## src/rtl/fetch_unit.sv

```systemverilog
// fetch_unit: instruction fetch stage ahead of the RV32I datapath.
// Owns the fetch PC, issues word reads to instruction memory over a
// req/ack handshake and buffers returned words with their PCs in a small
// FIFO that decode drains through inst_valid/inst_ready.
// Optional feature: define FETCH_PERF_EN to add the perf_stall_cnt output,
// a free-running count of cycles where decode was ready but nothing was valid.
module fetch_unit #(
  parameter int unsigned DEPTH    = 2,
  parameter logic [31:0] RESET_PC = 32'h0
) (
  input  logic        clk,
  input  logic        rst,
  output logic        imem_req,
  output logic [31:0] imem_addr,
  input  logic        imem_ack,
  input  logic [31:0] imem_rdata,
  input  logic        redirect,
  input  logic [31:0] redirect_pc,
  output logic        inst_valid,
  input  logic        inst_ready,
  output logic [31:0] inst_data,
  output logic [31:0] inst_pc
`ifdef FETCH_PERF_EN
  ,
  output logic [31:0] perf_stall_cnt
`endif
);

  localparam int unsigned PTR_W = (DEPTH > 1) ? $clog2(DEPTH) : 1;
  localparam int unsigned CNT_W = $clog2(DEPTH) + 1;

  // KILL is a request still on the bus whose data belongs to a flushed path.
  typedef enum logic [1:0] {
    IDLE = 2'd0,
    REQ  = 2'd1,
    KILL = 2'd2
  } fetchState_e;

  fetchState_e state_q, state_d;

  logic [31:0] fetchPc_q, fetchPc_d;
  logic [31:0] reqAddr_q, reqAddr_d;

  logic [CNT_W-1:0] count_q, count_d;
  logic [PTR_W-1:0] rdPtr_q, rdPtr_d;
  logic [PTR_W-1:0] wrPtr_q, wrPtr_d;
  logic [31:0]      headData_q, headData_d;
  logic [31:0]      headPc_q, headPc_d;

  logic [31:0] memData_q [DEPTH];
  logic [31:0] memPc_q   [DEPTH];

  logic             pushEn;
  logic             popEn;
  logic             slotFree;
  logic             newReq;
  logic [CNT_W-1:0] countAfterPop;

  // Handshake qualifiers: only a live (non-killed) request may push, and a
  // redirect in the same cycle drops both the returning word and any pop.
  always_comb begin
    pushEn = (state_q == REQ) && imem_ack && !redirect;
    popEn  = (count_q != '0) && inst_ready && !redirect;
  end

  // Fetch PC: redirect wins, otherwise advance by one word per accepted push.
  always_comb begin
    fetchPc_d = fetchPc_q;
    if (redirect) begin
      fetchPc_d = redirect_pc & ~32'h3;
    end else if (pushEn) begin
      fetchPc_d = fetchPc_q + 32'd4;
    end
  end

  // FIFO pointer/count bookkeeping and the registered head view for decode.
  always_comb begin
    count_d       = count_q;
    rdPtr_d       = rdPtr_q;
    wrPtr_d       = wrPtr_q;
    headData_d    = headData_q;
    headPc_d      = headPc_q;
    countAfterPop = count_q - CNT_W'(popEn);
    if (redirect) begin
      count_d = '0;
      rdPtr_d = '0;
      wrPtr_d = '0;
    end else begin
      if (popEn) begin
        rdPtr_d = rdPtr_q + PTR_W'(1);
      end
      if (pushEn) begin
        wrPtr_d = wrPtr_q + PTR_W'(1);
      end
      count_d = countAfterPop + CNT_W'(pushEn);
      if (pushEn && (countAfterPop == '0)) begin
        headData_d = imem_rdata;
        headPc_d   = fetchPc_q;
      end else if (popEn && (countAfterPop != '0)) begin
        headData_d = memData_q[rdPtr_d];
        headPc_d   = memPc_q[rdPtr_d];
      end
    end
  end

  // A slot is free when the FIFO will not be full next cycle; the bus is
  // idle whenever this is evaluated, so no outstanding term is needed.
  always_comb begin
    slotFree = (count_d < CNT_W'(DEPTH));
  end

  // FSM state register.
  always_ff @(posedge clk or posedge rst) begin
    if (rst) begin
      state_q <= IDLE;
    end else begin
      state_q <= state_d;
    end
  end

  // FSM next state: requests hold until ack; a redirect during a pending
  // request turns it into a kill so its data is thrown away on arrival.
  always_comb begin
    state_d = state_q;
    case (state_q)
      IDLE: begin
        state_d = slotFree ? REQ : IDLE;
      end
      REQ: begin
        if (imem_ack) begin
          state_d = slotFree ? REQ : IDLE;
        end else if (redirect) begin
          state_d = KILL;
        end
      end
      KILL: begin
        if (imem_ack) begin
          state_d = slotFree ? REQ : IDLE;
        end
      end
      default: begin
        state_d = IDLE;
      end
    endcase
  end

  // FSM outputs: the bus request is up in both REQ and KILL.
  always_comb begin
    imem_req = 1'b0;
    case (state_q)
      REQ, KILL: imem_req = 1'b1;
      default:   imem_req = 1'b0;
    endcase
  end

  // A fresh request starts when entering REQ from idle or right after an ack;
  // its address is captured so the bus stays stable while fetchPc moves.
  always_comb begin
    newReq    = (state_d == REQ) && ((state_q == IDLE) || imem_ack);
    reqAddr_d = newReq ? fetchPc_d : reqAddr_q;
  end

  // Datapath registers: fetch PC, request address, FIFO control and head.
  always_ff @(posedge clk or posedge rst) begin
    if (rst) begin
      fetchPc_q  <= RESET_PC;
      reqAddr_q  <= RESET_PC;
      count_q    <= '0;
      rdPtr_q    <= '0;
      wrPtr_q    <= '0;
      headData_q <= '0;
      headPc_q   <= '0;
    end else begin
      fetchPc_q  <= fetchPc_d;
      reqAddr_q  <= reqAddr_d;
      count_q    <= count_d;
      rdPtr_q    <= rdPtr_d;
      wrPtr_q    <= wrPtr_d;
      headData_q <= headData_d;
      headPc_q   <= headPc_d;
    end
  end

  // FIFO storage; contents are only meaningful where count says so.
  always_ff @(posedge clk) begin
    if (pushEn) begin
      memData_q[wrPtr_q] <= imem_rdata;
      memPc_q[wrPtr_q]   <= fetchPc_q;
    end
  end

  // Output drive from registered state.
  always_comb begin
    imem_addr  = reqAddr_q;
    inst_valid = (count_q != '0);
    inst_data  = headData_q;
    inst_pc    = headPc_q;
  end

`ifdef FETCH_PERF_EN
  logic [31:0] perfStall_q;

  // Stall counter: decode wanted an instruction and none was available.
  always_ff @(posedge clk or posedge rst) begin
    if (rst) begin
      perfStall_q <= '0;
    end else if (inst_ready && !inst_valid) begin
      perfStall_q <= perfStall_q + 32'd1;
    end
  end

  // Counter exposed directly.
  always_comb begin
    perf_stall_cnt = perfStall_q;
  end
`endif

endmodule

```

## config.mk

```make
export PLATFORM = sky130hd
export DESIGN_NAME = fetch_unit
export DESIGN_NICKNAME = d
export VERILOG_FILES = /design/src/rtl/fetch_unit.sv
export SDC_FILE = /design/constraint.sdc
export NUM_CORES = 1
export LEC_CHECK = 0
export ABC_AREA = 1
export ABC_CLOCK_PERIOD_IN_PS = 5450
export BUFFER_PORTS_ARGS = -buffer_cell sky130_fd_sc_hd__buf_4
export CELL_PAD_IN_SITES_DETAIL_PLACEMENT = 1
export CELL_PAD_IN_SITES_GLOBAL_PLACEMENT = 2
export CORE_ASPECT_RATIO = 1.25
export CORE_MARGIN = 1
export CORE_UTILIZATION = 30
export CTS_CLUSTER_SIZE = 20
export DETAILED_ROUTE_END_ITERATION = 12
export PLACE_DENSITY = 0.69
export SETUP_SLACK_MARGIN = 0.1
export SLEW_MARGIN = 20
export SYNTH_ARGS = -nofsm -noshare
export SYNTH_HDL_FRONTEND = slang
export SYNTH_SLANG_ARGS = --single-unit
```

## constraint.sdc

```tcl
create_clock -name clk -period 5.45 [get_ports clk]
set_input_delay 0.545 -clock clk [delete_from_list [all_inputs] [get_ports clk]]
set_output_delay 0.545 -clock clk [all_outputs]
set_load 0.005 [all_outputs]
```

==> results of run 1 <==
-- synth_stat cells (3+ instances only) --
master	n	area [um2]
a21oi_1	5	25.02
a31oi_1	65	406.6
and2_1	3	18.77
buf_1	5	18.77
buf_2	16	80.08
buf_4	4	30.03
buf_6	9	101.4
clkbuf_1	18	67.56
dfrtp_1	134	3353
edfxtp_1	128	3844
ha_1	7	87.58
inv_1	57	214.0
inv_2	4	15.01
nand2_1	491	1843
nand2_2	5	31.28
nand3_1	45	225.2
nand3_2	4	40.04
nand4_1	10	62.56
nor2_1	87	326.6
nor2_2	5	31.28
o21ai_0	7	35.03
o21ai_1	5	25.02
o21bai_1	4	30.03
o22ai_1	14	87.58
or2_2	5	31.28
-- sequential cells by signal (all words and copies together), names as in the netlist --
signal     count
imem_addr     32
count_q        2
inst_data     32
inst_pc       32
memPc_q       64
memData_q     64
state_q        2
wrPtr_q        1
rdPtr_q        1
fetchPc_q     32
-- worst register-to-register path: cells and delay by family, from the launching register on --
kind                       cells  cell delay (ns)
and+or+nand+nor                4             1.28
AOI/OAI and AO/OA              2             0.33
DFF                            1             0.39
adders and majority gates      1             0.23
buffers and inverters          2             0.71
-- layer usage --
layer	vias to the layer above	share of wire, %	GRT usage, %	routed length [um]
met2	154	49	29.21	15290
met5	-	0	0	0
met1	4046	45	21.88	14040
li1	4119	-	-	-
met3	33	3.8	2.209	1166
met4	0	1.7	4.290	542
-- layout make-up --
class	instances	area share, %
sequential	262	52.12
multi-input combinational	782	25.50
timing repair buffer	177	9.623
clock buffer	45	6.134
tap	480	4.349
inverter	63	1.803
clock inverter	7	0.4712
-- kinds of logic (layout without fill, tap and decap cells) --
| group | after synthesis | count (layout) | share of synthesized area, % |
|---|---|---|---|
| simple gates | 665 | 665 | 24.09 |
| flops | 262 | 262 | 64.13 |
| buf+inv | 115 | 292 | 4.828 |
| compound gates | 106 | 106 | 5.853 |
| fa+ha+maj | 7 | 7 | 0.7804 |
| xor+xnor | 4 | 4 | 0.3122 |
-- report_power, final --
group          leakage, nW  total (mW)  switching, mW  internal, mW
Combinational         2.93        1.93           1.08         0.857
Clock                0.450        1.90          0.789          1.11
Sequential            2.75        2.86          0.293          2.56
-- path summary, 6_finish.rpt --
| kind | end | slack [ns] | startpoint |
|---|---|---|---|
| hold reg to reg | imem_addr[0] | 0.47 | imem_addr[0] |
| setup / recovery | inst_pc[17] | 2.13 | redirect |
| min in group clk | memData_q[0][26] | 0.19 | imem_rdata[26] |
| hold / removal | inst_data[29] | 0.19 | rst |
| setup reg to reg | inst_pc[17] | 2.42 | state_q[1] |
| max in group asynchronous | fetchPc_q[6] | 4.01 | rst |
-- through the flow --
step	utilization [%]	total power, mW	setup slack [ns]	area, um2
floorplan	-	3.936	1.245	11220
global placement	35.24	4.847	1.580	12900
detailed placement	35.24	4.897	1.473	12900
CTS	37.73	6.841	2.046	13810
global route	37.73	7.162	1.756	13810
finish	37.73	6.687	2.135	13810
==> flow_summary.toml, run 1 <==
[outcome]
outcome = "complete, no violations"

[global_route]
gr-total-overflow = 0
antenna_found_initial = 0
grtUsageTotal_pct = 16.77
grt_pass1_wl_um = 49980
grt_max_degree = 86
grt_pass1_vias = 8938

[power_and_ir_drop]
power.density_mw_per_mm2 = 484.3
ir_worst_vdd_uv = 203.6
p_leak_nw = 6.127

[sta]
hold_viol_final = 0
slew_headroom_pct = 40.41
timing.final.crit_share_pct = 60.83
rsz0062_at_grt = "no"
min_period_ns = 3.315
clock_skew_ns = 0.009144
max_freq_ghz = 0.3017
whs_ns = 0.1852
tns_ns = 0
setup_viol = 0
tightest_slew_ns = 0.8938
maxSlewViolCount = 0

[worst_setup_path]
cp_top_family = "buffers and inverters"
cp-start-kind = "input port"
slowest_stage = "nand2_4"
cp.depth = 12
cp_common_cell = "buf_4"
cp.arrival_ns = 3.77
worstSetupPathType = "in2reg"
rr_worst_depth = 9
cp_num_buf_inv = 4
max_stage_delay_ns = 0.64
endpoint_kind = "flop"
worstPathMaxFanout = 73
path_cells = "buf_4 > clkinv_4 > nand3_2 > inv_2 > ha_1 > or2_1 > nand2_1 > nand3_4 > nand2_4 > buf_4 > o22ai_1 > a31oi_1"
required_ns = 5.91

[synth]
synth-seq-cells = 262
synth.distinct_cells = 40
syn_avg_cell_area_um2 = 9.682
ys_seq_area_share_pct = 64.13
netlist_area_mm2 = 0.01122
syn_nets = 1235
synth_edf_count = 128
async_flop_share_pct = 51.15
syn_inst = 1159
yosysWarnings = 0
ys.flop_type = "dfrtp_1"

[cts]
htreeDepth = 1
cts_resized = 0
clockRootBuffer = "clkbuf_16"
clock-sinks = 262
cts_buffers = 28
cts_buffer_depth = 3
cts_hold_buffers = 0
tritoncts = "done"
clk_pin_slew_worst_paths_ns = 0.06
post-cts-setup-buffers = 0
clk_latency_ns = 0.55

[layout]
areaGrowthSynthToFinish_pct = 23.05
antenna_cells = 0
finalNetCount = 1390
multiInputGateArea_mm2 = 0.003521
regArea_mm2 = 0.007197
drive_gt1_share_pct = 19.09
stdcell_count = 1816
final_common_cell = "nand2_1"
final_cell_mix = "nand2_1 (489), buf_4 (177), dfrtp_1 (134)"
nFillCells = 4201

[drt]
postRouteAntennaNets = 0
vias_per_cell = 4.599
wl_per_cell_um = 17.09
drc = 0
drt_pass1_iterations = 4
wl_um = 31040
via_count = 8352
drtIter0Drc = 359

[place]
hpwl_um = 20160
placed_cells = 1764
place.gp.congestion = 0.7390
portBuffers = 164

[die]
fp-row-count = 78
ios = 167
die_w_um = 175.0
die-area_mm2 = 0.03819
start_util_pct = 30.66
die_h_um = 218.2
fp.coreArea_mm2 = 0.03660

[min_path]
hold_class = "in2async"

[run]
maxCapViolCount = 0
No activity file was read; power rests on OpenSTA's default activity.
==> inputs of run 2 (changes only) <==
ABC_CLOCK_PERIOD_IN_PS = 3400   (was 5450)
clock period = 3.4 ns   (was 5.45 ns; I/O delays follow)
==> run 2 against run 1 <==
Global-route usage about the same; critical path type is now reg2reg; wire length is 1.7% higher; sequential power grew 61%; first-iteration DRC count fell by 0.28%; highest routed layer unchanged; non-clock buffer count grew 49; clock power grew 62%; combinational power up 64%; cell area is 4.2% higher; die area did not move.
==> flow_summary.toml, run 2 (synthesis results as in run 1) <==
[layout]
top_regs = "memData_q: 64 flops, memPc_q: 64 flops"
antenna_cells = 0
areaGrowthSynthToFinish_pct = 28.17
final_cell_mix = "nand2_1 (489), buf_4 (176), dfrtp_1 (134)"
final_common_cell = "nand2_1"
final_cell_area_mm2 = 0.01438
finalNetCount = 1440
multiInputGateArea_mm2 = 0.003521
nFillCells = 4193
regArea_mm2 = 0.007197
drive_gt1_share_pct = 18.90
fin_util_pct = 39.30

[sta]
tightest_slew_ns = 0.8291
setup_slack_ns = 0.8719
min_period_ns = 2.528
max_freq_ghz = 0.3956
hold_viol_final = 0
clock_skew_ns = 0.01298
maxSlewViolCount = 0
setup_viol = 0
rsz0062_at_grt = "no"
slew_headroom_pct = 44.73
timing.final.crit_share_pct = 74.35

[drt]
drtIter0Drc = 358
wl_per_cell_um = 16.92
via_count = 8604
drc = 0
vias_per_cell = 4.611
wl_um = 31570
postRouteAntennaNets = 0
drt_pass1_iterations = 4

[cts]
cts_buffer_depth = 3
tritoncts = "done"
clk_latency_ns = 0.56
post-cts-setup-buffers = 0
cts_resized = 0
htreeDepth = 1
clock-sinks = 262
clockRootBuffer = "clkbuf_16"
clk_pin_slew_worst_paths_ns = 0.06
cts_buffers = 29

[worst_setup_path]
endpoint_kind = "flop"
required_ns = 3.90
max_stage_delay_ns = 0.36
path_cells = "inv_1 > nand2_1 > nand3_2 > inv_2 > ha_1 > inv_1 > ha_1 > inv_1 > nand2_1 > nand3_1 > nand2_1 > nand2_1 > nand2_2 > nor2_4 > buf_4 > nand3_1 > nand2_1"
cp.arrival_ns = 3.03
cp_num_buf_inv = 5
cp-start-kind = "flop"
cp_common_cell = "nand2_1"
r2r_start = "count_q[0]"
cp_top_family = "simple AND/OR/NAND/NOR gates"
worstSetupPathType = "reg2reg"
startpoint = "count_q[0]"
slowest_stage = "dfrtp_1"
worstPathMaxFanout = 25

[place]
dp_slack_ns = 0.8224
place.gp.congestion = 0.7403
portBuffers = 164
hpwl_um = 20230
placedInstanceArea_mm2 = 0.01303

[min_path]
holdCritStartpoint = "redirect_pc[13]"
hold_class = "in2reg"

[power_and_ir_drop]
p_leak_nw = 6.359
ir_worst_vdd_uv = 417.6
power.density_mw_per_mm2 = 754.6
power.total_mw = 10.85

[die]
die_w_um = 175.0
fp.coreArea_mm2 = 0.03660
die-area_mm2 = 0.03819
start_util_pct = 30.66
die_h_um = 218.2
fp-row-count = 78
ios = 167

[outcome]
outcome = "complete, no violations"

[global_route]
antenna_found_initial = 0
grtUsageTotal_pct = 16.80
grt_pass1_wl_um = 50490
gr-total-overflow = 0
grt_pass1_vias = 9333
grt_max_degree = 88

[run]
maxCapViolCount = 0
run 2: through the flow:
stage	std cells	setup TNS (ns)	hold WS [ns]
2_1_floorplan	1159	-103.07	0.4389
3_3_place_gp	1770	0	0.4335
3_5_place_dp	1770	0	0.4371
4_1_cts	1866	0	0.001614
5_1_grt	1866	0	0.02323
6_report	1866	0	0.03078
run 2: cell type report:
cell class	count	share of cell area [%]
Clock buffer	44	5.924
Timing Repair Buffer	226	13.15
Multi-Input combinational cell	782	24.48
Inverter	63	1.722
Tap cell	480	4.175
Clock inverter	9	0.5132
Sequential cell	262	50.03
run 2: worst paths after layout:
kind	end	slack, ns	cells past startpoint
worst max-delay path	imem_addr[22]	0.87	17
worst min-delay path	fetchPc_q[13]	0.03	3
worst max register to register	imem_addr[22]	0.87	17
worst min register to register	imem_addr[2]	0.48	2
max in group asynchronous	imem_addr[30]	2.13	4
min in group asynchronous	inst_data[25]	0.40	3
run 2: where the power goes:
part,internal (mW),switching (mW)
Combinational,1.44,1.73
Sequential,4.11,0.494
Clock,1.79,1.29
run 2: what timing repair did:
action                                 in CTS  in global routing
hold buffers                               43                  0
endpoints found under the hold margin      95                  0
setup endpoints to repair                   0                  0
run 2: routing by layer:
layer / vias up / share of wire (%) / track usage, % / wire length, um
li1: 4238 / - / - / -
met1: 4173 / 45 / 21.21 / 14310
met5: - / 0 / 0 / 0
met4: 0 / 2.1 / 4.783 / 665
met3: 36 / 3.3 / 1.896 / 1049
met2: 157 / 49 / 30.11 / 15550
run 2: worst min-delay path: stages:
cell     delay, ns
buf_4         0.08
nand2_1       0.05
nand2_1       0.08
